[src/rtl/serial_alu_seq.sv]
// serial_alu_seq
// Bit-serial sequencer wrapped around an external, purely combinational
// 1-bit ALU slice. A WIDTH-bit operation is accepted over a valid/ready
// handshake and fed to the slice one bit per cycle, least significant bit
// first, with the carry registered between bits. Once all WIDTH bits have
// been processed, the assembled result and its flags are held until the
// consumer accepts them.
//
// Handshake / timing summary:
//   - IDLE accepts a new operation (start_ready=1).
//   - RUN lasts exactly WIDTH cycles, one slice evaluation per cycle.
//   - DONE presents result/flags with done_valid=1 until done_ready.
// Counting the accept edge itself, done_valid rises WIDTH+1 edges after
// acceptance. The minimum issue interval is WIDTH+2 cycles.

module serial_alu_seq #(
   parameter int WIDTH = 8
) (
   input  logic             clk,
   input  logic             rst_n,

   input  logic             start_valid,
   output logic             start_ready,
   input  logic [WIDTH-1:0] op_a,
   input  logic [WIDTH-1:0] op_b,
   input  logic [2:0]       alu_op,

   output logic             slice_a,
   output logic             slice_b,
   output logic             slice_cin,
   output logic [2:0]       slice_op,
   input  logic             slice_result,
   input  logic             slice_cout,

   output logic [WIDTH-1:0] result,
   output logic             carry_out,
   output logic             overflow,
   output logic             zero,
   output logic             done_valid,
   input  logic             done_ready
);

   // Width of the bit counter. WIDTH is at least 2, so this is at least 1.
   localparam int CW = $clog2(WIDTH);

   // Opcodes that produce meaningful carry and overflow flags.
   // SUB relies on the slice computing a + ~b + cin, with cin seeded to 1.
   localparam logic [2:0] OP_ADD = 3'b010;
   localparam logic [2:0] OP_SUB = 3'b101;

   typedef enum logic [1:0] {
      IDLE = 2'd0,
      RUN  = 2'd1,
      DONE = 2'd2
   } state_t;

   state_t           state_q;
   logic [WIDTH-1:0] aShift_q;
   logic [WIDTH-1:0] bShift_q;
   logic [WIDTH-1:0] result_q;
   logic [2:0]       op_q;
   logic [CW-1:0]    cnt_q;
   logic             carry_q;
   logic             carryOut_q;
   logic             overflow_q;

   logic             lastBit_d;
   logic             isArith_d;
   logic [WIDTH-1:0] resultNext_d;
   logic             carryOutNext_d;
   logic             overflowNext_d;

   // Per-cycle decode: detect the final bit, classify the latched op, and
   // form the next result word and flag values.
   // During the last RUN cycle, carry_q holds the carry into the MSB. Its
   // XOR with the slice's carry out therefore gives signed overflow.
   always_comb begin
      lastBit_d      = (cnt_q == CW'(WIDTH - 1));
      isArith_d      = (op_q == OP_ADD) || (op_q == OP_SUB);
      resultNext_d   = {slice_result, result_q[WIDTH-1:1]};
      carryOutNext_d = 1'b0;
      overflowNext_d = 1'b0;
      if (isArith_d) begin
         carryOutNext_d = slice_cout;
         overflowNext_d = carry_q ^ slice_cout;
      end
   end

   // Sequencer FSM and datapath registers.
   // Reset clears everything, so an aborted operation leaves no trace.
   always_ff @(posedge clk or negedge rst_n) begin
      if (!rst_n) begin
         state_q    <= IDLE;
         aShift_q   <= '0;
         bShift_q   <= '0;
         result_q   <= '0;
         op_q       <= 3'b000;
         cnt_q      <= '0;
         carry_q    <= 1'b0;
         carryOut_q <= 1'b0;
         overflow_q <= 1'b0;
      end else begin
         case (state_q)
            IDLE: begin
               if (start_valid) begin
                  aShift_q   <= op_a;
                  bShift_q   <= op_b;
                  op_q       <= alu_op;
                  cnt_q      <= '0;
                  carry_q    <= (alu_op == OP_SUB);
                  result_q   <= '0;
                  carryOut_q <= 1'b0;
                  overflow_q <= 1'b0;
                  state_q    <= RUN;
               end
            end
            RUN: begin
               result_q <= resultNext_d;
               carry_q  <= slice_cout;
               aShift_q <= aShift_q >> 1;
               bShift_q <= bShift_q >> 1;
               cnt_q    <= cnt_q + CW'(1);
               if (lastBit_d) begin
                  carryOut_q <= carryOutNext_d;
                  overflow_q <= overflowNext_d;
                  state_q    <= DONE;
               end
            end
            DONE: begin
               if (done_ready) begin
                  state_q <= IDLE;
               end
            end
            default: begin
               state_q <= IDLE;
            end
         endcase
      end
   end

   // Drive the slice directly from register bits, so its inputs are clean.
   assign slice_a     = aShift_q[0];
   assign slice_b     = bShift_q[0];
   assign slice_cin   = carry_q;
   assign slice_op    = op_q;

   // Handshakes are state decodes. The result and flags come from registers.
   assign start_ready = (state_q == IDLE);
   assign done_valid  = (state_q == DONE);
   assign result      = result_q;
   assign carry_out   = carryOut_q;
   assign overflow    = overflow_q;
   assign zero        = (result_q == '0);

endmodule

[config.mk]
export PLATFORM = sky130hd
export DESIGN_NAME = serial_alu_seq
export DESIGN_NICKNAME = d
export VERILOG_FILES = /design/src/rtl/serial_alu_seq.sv
export SDC_FILE = /design/constraint.sdc
export NUM_CORES = 1
export LEC_CHECK = 0
export BUFFER_PORTS_ARGS = -buffer_cell sky130_fd_sc_hd__buf_2
export CORE_ASPECT_RATIO = 0.7
export CORE_MARGIN = 2
export CORE_UTILIZATION = 54
export DETAILED_ROUTE_END_ITERATION = 7
export PLACE_DENSITY_LB_ADDON = 0.3
export SKIP_LAST_GASP = 1
export SYNTH_ARGS = -nofsm -noshare
export SYNTH_HDL_FRONTEND = slang
export SYNTH_SLANG_ARGS = --single-unit
[constraint.sdc]
create_clock -name clk -period 2.65 [get_ports clk]
set_input_delay 0.53 -clock clk [delete_from_list [all_inputs] [get_ports clk]]
set_output_delay 0.53 -clock clk [all_outputs]
set_load 0.1 [all_outputs]
==> out/summary.txt <==
syn_area_per_cell = 11.9 µm²
Slew Viols, Final = 0
vias in the first global route = 1098
Reg clk slew, reported paths = 0.07 ns
met2 routed WL = 1.38 mm
sequential share of the synthesized area = 56.5%
top sig layer = met4
CTS buffer count = 5
# H-tree levels = 2
CP top delay family = simple AND/OR/NAND/NOR gates
Synthesized Nets = 157
nature of the critical path endpoint = output pin
Layout Skew = 0.00555 ns
min Tclk post-route = 2.35 ns
setup TNS = 0 ns
number of I/O pins = 44
row count = 16
Port Buffers = 43
Iteration-0 DRC Markers = 77
final hold violation count = 0
crit-path cells = or4_1 > nor2_4 > buf_2
Vias per Instance = 5.30
Die Height = 48.8 µm
crit share post-route = 88.6%
worst-path fanout max = 4
TritonCTS Sinks = 35
worst hold margin = 0.318 ns
Routed Antenna Nets = 0
Max-cap violations = 0
root buf cell = clkbuf_8
CP Data Arrival Time = 1.82 ns
Synth Instances = 130
# DRC = 0
Post-synth ARST share = 100%
# setup viols final = 0
die area = 0.00332 mm²
cts hold-fix bufs = 0
grt ovf = 0
nets@finish = 200
status = completed
Initial Utilization = 56.1%
Worst setup SP type = register
# resized after CTS = 0
Netlist Area Pre-Place = 0.00155 mm²
antenna violations before repair = 0
#FFs+latches synth = 35
RSZ-0062 raised after global routing = false
type of the worst setup path = register to output pin
largest net degree at the start of global routing = 45
wl on met1 = 1.32 mm
Slowest Stage Delay on Critical Path = 0.59 ns
Critical Path RT = 2.12 ns
DP Area = 0.00177 mm²
Netlist cell types = 26
Synth Flop Type = dfrtp_1
fill cell count = 222
number of enable flip-flop cells after synthesis = 0
Setup Fix Bufs, Post-CTS = 0
later-pin clock latency in the skew report = 0.28 ns
DIE WIDTH = 68.0 µm
# diodes = 0
Crit path buffers/inverters = 1
routed wl met3 = 143 µm
worst slew pin tran = 0.793 ns
Slew HR = 47.0%
layout cells sized above 1 = 32.9%
via count = 1107
GRT Total Usage = 19.7%
Post-Route Utilization = 67.8%
YS warnings = 0
router iterations before antenna repair = 4
global-route wire length before repair = 4.86 mm
slowest stage cell on the critical path = or4_1
min-delay worst type = primary input to asynchronous set/reset pin
fmax = 426 MHz
core area = 0.00276 mm²
Routed Wire Length = 2.87 mm
fin area = 0.00187 mm²
detailed placer's ending HPWL = 2.07 mm
CTS tree = done
final RePlAce weighted congestion = 0.677
clk buf depth = 2
wire per inst = 13.7 µm
area delta synth->final = 21.0%
[cells in the mapped netlist (2+ instances only)]
library cell	count	area share (%)
dfrtp_1	35	57
nand2_1	17	4.1
o21ai_0	17	5.5
mux2i_1	15	9.7
a22o_1	12	6.8
a21oi_1	4	1.3
buf_2	3	0.97
mux2_4	3	2.9
buf_6	2	1.5
clkbuf_1	2	0.48
ha_1	2	1.6
nor2_1	2	0.48
nor2b_1	2	0.81
or4_1	2	0.97
[cell families (layout without fill, tap and decap cells)]
family / after synthesis / in the layout / share of synthesized area (%)
and+or+nand+nor: 30 / 30 / 9.77
adders and majority gates: 2 / 2 / 1.62
xor gates and xnor gates: 1 / 1 / 0.566
DFF: 35 / 35 / 56.5
AOI/OAI and AO/OA: 35 / 35 / 14.8
muxes: 19 / 19 / 13.3
buffers and inverters: 8 / 51 / 3.39
[metal layers]
| metal | global-route usage, % | vias to the layer above |
|---|---|---|
| met5 | 0 | - |
| met4 | 7.00 | 0 |
| met3 | 6.00 | 4 |
| met2 | 31.1 | 26 |
| met1 | 25.7 | 532 |
| li1 | - | 545 |
[stage by stage]
step	worst slack (ns)	std cells
after floorplan	0.0923	130
after global placement	0.617	202
after detailed placement	0.609	202
after CTS	0.291	209
after global routing	0.225	209
final	0.303	209
[registers in the layout, indices dropped and copies added, names as in the netlist]
name       flops
cnt_q          3
carry_out      1
state_q        2
slice_cin      1
result         8
slice_op       3
bShift_q       8
overflow       1
aShift_q       8
[layout make-up]
cell class	instances	area, µm²	share of cell area, %
Sequential cell	35	876	46.7
Multi-Input combinational cell	87	628	33.5
Timing Repair Buffer	44	223	11.9
Clock buffer	6	72.6	3.87
Tap cell	36	45.0	2.40
Clock inverter	1	30.0	1.60
[layout by cell type, fill, tap and decap left out, drive strengths merged, types with 2 or more instances in the layout]
master | netlist | layout
mux2 | 4 | 4
clkbuf | 2 | 6
ha | 2 | 2
dfrtp | 35 | 35
a22o | 12 | 12
o21ai | 17 | 17
nand2 | 17 | 17
or4 | 2 | 2
nor2 | 2 | 2
mux2i | 15 | 15
buf | 6 | 44
nor2b | 3 | 3
a21oi | 4 | 4
[worst register-to-register path, cell delays in order (launching register included)]
cell	delay, ns
dfrtp_1	0.45
nor2b_4	0.71
nand2_1	0.18
o31ai_1	0.25
[final timing paths]
path | from | end | slack (ns) | cells past startpoint
max | result[3] | zero | 0.30 | 3
min | rst_n | bShift_q[3] | 0.32 | 1
max reg2reg | state_q[0] | overflow | 0.97 | 3
min reg2reg | bShift_q[2] | bShift_q[2] | 0.49 | 2
max in group asynchronous | rst_n | aShift_q[1] | 1.86 | 1
min in group clk | op_b[7] | bShift_q[7] | 0.48 | 2
Power is left out: the tool's default activity adds up to more than one toggle a clock period on the data nets, which glitch-free logic cannot reach.
